--- config.mk ---
export PLATFORM = sky130hd
export DESIGN_NAME = fetch_sequencer
export DESIGN_NICKNAME = d
export VERILOG_FILES = /design/src/rtl/fetch_sequencer.sv
export SDC_FILE = /design/constraint.sdc
export NUM_CORES = 1
export LEC_CHECK = 0
export CORE_MARGIN = 4
export CORE_UTILIZATION = 40
export DETAILED_ROUTE_END_ITERATION = 10
export GPL_TIMING_DRIVEN = 0
export PLACE_DENSITY = 0.82
export REMOVE_ABC_BUFFERS = 1
export SYNTH_ARGS = -nofsm -noshare
export SYNTH_HDL_FRONTEND = slang
export SYNTH_SLANG_ARGS = --single-unit
--- constraint.sdc ---
create_clock -name clk -period 3 [get_ports clk]
set_clock_uncertainty 0.2 [all_clocks]
set_input_delay 0.3 -clock clk [delete_from_list [all_inputs] [get_ports clk]]
set_output_delay 0.3 -clock clk [all_outputs]
set_load 0.02 [all_outputs]
--- src/rtl/fetch_sequencer.sv ---
// Multi-cycle fetch/execute/commit sequencer that drives the PC update interface.
// Fetches over a req/ack handshake, hands the word to execute, then commits one PC write.
module fetch_sequencer #(
    parameter int unsigned              POINTER_LEN = 16,
    parameter int unsigned              DATA_LEN    = 16,
    parameter int unsigned              WAIT_MAX    = 15,
    parameter logic [DATA_LEN-1:0]      HALT_OPCODE = DATA_LEN'(16'hFFFF)
) (
    input  logic                   clk,
    input  logic                   rst,
    input  logic [POINTER_LEN-1:0] instruction_ptr,
    output logic                   mem_req,
    output logic [POINTER_LEN-1:0] mem_addr,
    input  logic                   mem_ack,
    input  logic [DATA_LEN-1:0]    mem_rdata,
    output logic [DATA_LEN-1:0]    instr,
    output logic                   instr_valid,
    input  logic                   exec_done,
    input  logic                   branch_taken,
    input  logic [POINTER_LEN-1:0] branch_target,
    output logic                   pc_wr_en,
    output logic                   pc_src,
    output logic [POINTER_LEN-1:0] pc_data,
    output logic                   halted,
    output logic                   fetch_err
);

    localparam int unsigned CNT_W = $clog2(WAIT_MAX + 1);

    typedef enum logic [2:0] {
        S_FETCH  = 3'd0,
        S_EXEC   = 3'd1,
        S_UPDATE = 3'd2,
        S_HALT   = 3'd3,
        S_ERROR  = 3'd4
    } state_e;

    state_e                 state_q, state_d;
    logic [CNT_W-1:0]       wait_q, wait_d;
    logic [DATA_LEN-1:0]    instr_q, instr_d;
    logic                   taken_q, taken_d;
    logic [POINTER_LEN-1:0] target_q, target_d;

    always_ff @(posedge clk or posedge rst) begin
        if (rst) begin
            state_q  <= S_FETCH;
            wait_q   <= '0;
            instr_q  <= '0;
            taken_q  <= 1'b0;
            target_q <= '0;
        end else begin
            state_q  <= state_d;
            wait_q   <= wait_d;
            instr_q  <= instr_d;
            taken_q  <= taken_d;
            target_q <= target_d;
        end
    end

    // Next-state: an ack on the last allowed wait cycle takes priority over the timeout.
    always_comb begin
        state_d  = state_q;
        wait_d   = wait_q;
        instr_d  = instr_q;
        taken_d  = taken_q;
        target_d = target_q;
        case (state_q)
            S_FETCH: begin
                if (mem_ack) begin
                    instr_d = mem_rdata;
                    wait_d  = '0;
                    state_d = (mem_rdata == HALT_OPCODE) ? S_HALT : S_EXEC;
                end else if (wait_q == CNT_W'(WAIT_MAX - 1)) begin
                    state_d = S_ERROR;
                end else begin
                    wait_d = wait_q + CNT_W'(1);
                end
            end
            S_EXEC: begin
                if (exec_done) begin
                    taken_d  = branch_taken;
                    target_d = branch_target;
                    state_d  = S_UPDATE;
                end
            end
            S_UPDATE: begin
                wait_d  = '0;
                state_d = S_FETCH;
            end
            S_HALT:  state_d = S_HALT;
            S_ERROR: state_d = S_ERROR;
            default: state_d = S_FETCH;
        endcase
    end

    // Moore decode; the request is held off while reset is asserted.
    always_comb begin
        mem_req     = (state_q == S_FETCH) && !rst;
        mem_addr    = mem_req ? instruction_ptr : '0;
        instr       = instr_q;
        instr_valid = (state_q == S_EXEC);
        pc_wr_en    = (state_q == S_UPDATE);
        pc_src      = (state_q == S_UPDATE) && taken_q;
        pc_data     = target_q;
        halted      = (state_q == S_HALT);
        fetch_err   = (state_q == S_ERROR);
    end

endmodule

* Yosys cells after proc, flatten, opt, wreduce, memory -nomap -nowiden *
Cells that the tools add are included.

storage, ports and cells
  register bits = 40
  bits in latches = 0
  RAM bits = 0
  ROM bits = 0
  word-level logic and storage cells = 33
  memories = 0

operators by class
  add/subtract/negate cells = 1
  multiply operators = 0
  div/mod/pow operators = 0
  magnitude comparators = 0
  eq/ne operators = 9
  shift operators = 0
  mux-type cells = 9
  bitwise logic cells = 0
  reductions and logical operators = 9

operator list
  operator              count
  $eq 16x16->1 const B  1
  $mux 16               1
  $pmux 3 s4            1
  $mux 3                3
  $mux 4                2
  $pmux 4 s2            1
  $reduce_and 2->1      4
  $eq 3x2->1 const B    2
  $ne 3x3->1 const B    2
  $add 4x1->4 const B   1
  $eq 4x4->1 const B    1
  $eq 3x1->1 const B    1
  $eq 3x3->1 const B    1
  $logic_not 3->1       1
  $logic_and 1x1->1     2
  $mux 2                1
  $ne 2x1->1 const B    1
  $reduce_bool 2->1     1
  $logic_not 1->1       1

* Longest topological paths before layout *
  depth in word-level cells = 4
  depth in mapped cells = 7
  depth with buffers taken out = 6

* Least setup slack after synthesis *
Ideal clock, no wire load.

  path type = reg2out
  start point = reg state_q[0]
  end point = out mem_addr[10]
  arrival time = 1.467 ns
  required time = 2.500 ns
  slack = 1.033 ns
  stages on the path, launching flop included = 5
  buffers on the path = 2
  cells stage by stage = dfrtp_1 -> buf_2 -> nor4_4 -> buf_2 -> and2_1

between the ends
  cells in the longest elaborated chain, start to end = 3

ends and longest elaborated chain
  what                    line  source
  start, declared         38    state_e state_q, state_d;
  start signal, assigned  52    state_q <= state_d;
  $logic_not 3->1         98    mem_req = (state_q == S_FETCH) && !rst;
  $logic_and 1x1->1       98
  net mem_req             12    output logic mem_req,
  $mux 16                 99    mem_addr = mem_req ? instruction_ptr : '0;
  end, declared           13    output logic [POINTER_LEN-1:0] mem_addr,

The timed path passes the listed nets, and every way through them passes these cells.

* Worst setup path after layout *
  start point = reg state_q[0]
  end point = out mem_addr[5]

between the ends
  cells in the longest elaborated chain, start to end = 3

ends and longest elaborated chain
  what               line
  $logic_not 3->1    98
  $logic_and 1x1->1  98
  $mux 16            99

Every way passes these cells.

==> impl_metrics.csv <==
group,metric,value,unit
logic_synthesis,synth_edf_count,0,
logic_synthesis,synthesis.area,1899,um^2
placement,dp_cells,297,
logic_synthesis,yosysMostFrequentCell,"dfrtp_1",
placement,place_ws,410.9,ps
timing,fin_ws,199.0,ps
timing,finalHoldViolCount,0,
setup_path,critical_path.endpoint,"mem_addr[5]",
setup_path,critical_path_required,2500,ps
pwr,power_density,966.4,nW/um^2
hold_path,holdCritPathClass,"flop to flop",
setup_path,critPathCaptureType,"output pin",
logic_synthesis,ys_top_cells_by_area,"dfrtp_1, mux2_2, mux2_4",
job,drv_cap,0,
timing,slew_viol_final,0,
setup_path,max_stage_delay,620,ps
clocking,cts_sinks,40,
clocking,insertion_delay,290,ps
logic_synthesis,yosysTopAreaCell,"dfrtp_1",
layout,antenna_cells,0,
setup_path,start_kind,"flop",
logic_synthesis,synth-main-ff-cell,"dfrtp_1",
clocking,clk_pin_slew,70,ps
floorplanning,dieArea,5914,um^2
timing,rsz0062_at_grt,"false",
clocking,cts-htree-levels,2,
setup_path,arrival,2300,ps
detailed_routing,wl_per_cell,14.70,um
floorplanning,initial_utilization,0.4245,
pwr,ir_worst_vdd,0.4936,mV
detailed_routing,routed_wl,4.483,mm
grt,grt_pass1_wl,7.452,mm
timing,slew_headroom,0.4493,
timing,setup_viol,0,
clocking,clockBufferDepth,2,
floorplanning,die_height,76.91,um
floorplanning,io_pins,107,
setup_path,crit_buf_inv,1,
clocking,cts_hold_buf,0,
setup_path,cp_slowest_cell,"nor4_4",
pwr,p_leak,0.001253,uW
detailed_routing,dr.first_iter.drc_count,65,
placement,placedInstanceArea,2943,um^2
timing,finalCritPeriodShare,0.9337,
logic_synthesis,syn_inst,147,
logic_synthesis,yosys_warnings,0,
floorplanning,row_count,24,
run_status,outcome,"finished clean",
layout,final_nets,307,
setup_path,crit_family,"simple AND/OR/NAND/NOR gates",
setup_path,critPathMaxFanout,17,
grt,grt_max_degree,41,
timing,setup_tns,0,ps
clocking,clockRootBuffer,"clkbuf_8",
detailed_routing,drt_first_pass_iters,4,
hold_path,holdCritStartpoint,"instr[10]$_DFFE_PP0P_",
timing,clock.fmax,0.3570,GHz
logic_synthesis,yosys_register_bits,40,
clocking,cts_resized,0,
layout,syn_to_final_growth,60.80,%
setup_path,path_depth,3,
grt,track_usage,0.1559,
floorplanning,coreArea,4474,um^2
logic_synthesis,synth_commonest_cells,"dfrtp_1, and2_1, mux2_2",
setup_path,critPathKind,"flop to output pin",
layout,fin_cells,305,
setup_path,r2r-end,"instr[6]$_DFFE_PP0P_",
grt,grt_pass1_vias,1552,
layout,drive_gt1_frac,0.1502,
grt,antenna_found_initial,0,
detailed_routing,vias_per_cell,4.889,
logic_synthesis,synth.top_cell.area_share,0.5270,
layout,design_area,3054,um^2
clocking,cts_made_buffers,5,
setup_path,r2r_start,"state_q[0]$_DFFE_PP0P_",
placement,portBuffers,106,
placement,gp_congestion,0.7769,
setup_path,setup.worst_path.start,"state_q[0]$_DFFE_PP0P_",
logic_synthesis,async_reset_ff_frac,1.000,
clocking,cts_setup_buffers,0,
detailed_routing,remaining_drc_errors,0,
floorplanning,chipWidth,76.91,um
logic_synthesis,synth_area_per_cell,12.92,um^2
logic_synthesis,synth.distinct_cells,29,
logic_synthesis,ys_seq_area_frac,0.5270,
grt,overflow,0,
detailed_routing,via_count,1491,
detailed_routing,antenna_left,0,
hold_path,hold_depth,1,
setup_path,r2r_slack,770,ps
placement,hpwl,3.554,mm
timing,worst_slew_pin_slew,824.8,ps
timing,period_minus_slack,2801,ps
clocking,cts_tree,"done",
setup_path,reg2reg_depth,3,
setup_path,crit_chain,"nor4_4 > and2_1 > clkdlybuf4s50_1",
metrics by stage:
step	total power, uW	utilization	hold slack, ps
after floorplan	1797	-	214.7
final	2951	0.6826	286.3
after CTS	2992	0.6826	295.7
after global placement	2517	0.6577	266.2
after global routing	3128	0.6826	314.5
after detailed placement	2554	0.6577	278.4
per-layer routing:
metal,up-vias,track usage,share of wire
li1,722,-,-
met1,700,0.1892,0.41
met2,67,0.2692,0.50
met3,2,0.05152,0.087
met4,0,0.03261,0.0036
met5,-,0,0
kinds of logic (layout without fill, tap and decap cells):
kind of cell / after synthesis / after routing / synth area share
compound gates: 10 / 10 / 0.02964
fa+ha+maj: 2 / 2 / 0.01317
simple gates: 51 / 51 / 0.1654
buf+inv: 11 / 117 / 0.04941
flops: 40 / 40 / 0.5270
mux: 33 / 33 / 0.2154
state kept, by name, summed over array words and instances, names as in the netlist:
name / cells
instr: 16
pc_data: 16
wait_q: 4
state_q: 3
taken_q: 1
report_power, final:
| part | internal, uW | switching (uW) | leakage [uW] |
|---|---|---|---|
| combinational | 841 | 697 | 0.000717 |
| clock | 246 | 180 | 0.0000541 |
| sequential | 797 | 189 | 0.000482 |
| total | 1880 | 1070 | 0.00125 |
cell type report:
| cell class | instances | area [um^2] |
|---|---|---|
| well taps | 52 | 65.06 |
| flip-flops and latches | 40 | 1001 |
| inverters | 3 | 11.26 |
| clock buffers | 5 | 68.82 |
| fillers | 358 | 1420 |
| multi-input cells | 96 | 804.5 |
| clock inverters | 3 | 42.54 |
| repair buffers | 106 | 1061 |
layout by cell type, fill, tap and decap left out, types with 2 or more instances in the layout:
master	netlist	final
nand2_1	4	4
and3_1	2	2
nand3_1	6	6
nor3_1	5	5
mux2_1	9	9
mux2_2	14	14
nor2_1	5	5
inv_1	3	2
clkdlybuf4s50_1	0	106
o21ai_0	3	3
clkbuf_8	0	5
a21oi_1	5	5
mux2_4	10	10
ha_1	2	2
and2_1	16	16
dfrtp_1	40	40
nand4_1	5	5
how the worst min path moves through the flow:
stage                                   endpoint  slack (ps)
after CTS                  instr[15]$_DFFE_PP0P_         300
after global placement     instr[12]$_DFFE_PP0P_         270
final                      instr[10]$_DFFE_PP0P_         290
after detailed placement   instr[15]$_DFFE_PP0P_         280
after global routing        instr[9]$_DFFE_PP0P_         310
after floorplan           state_q[0]$_DFFE_PP0P_         210
worst reg2reg max path: cells and delay by family, from the launching register on:
family	cells	cell delay (ps)
simple gates	2	920
flops	1	570
mux	1	420
(Power assumes the default switching activity.)
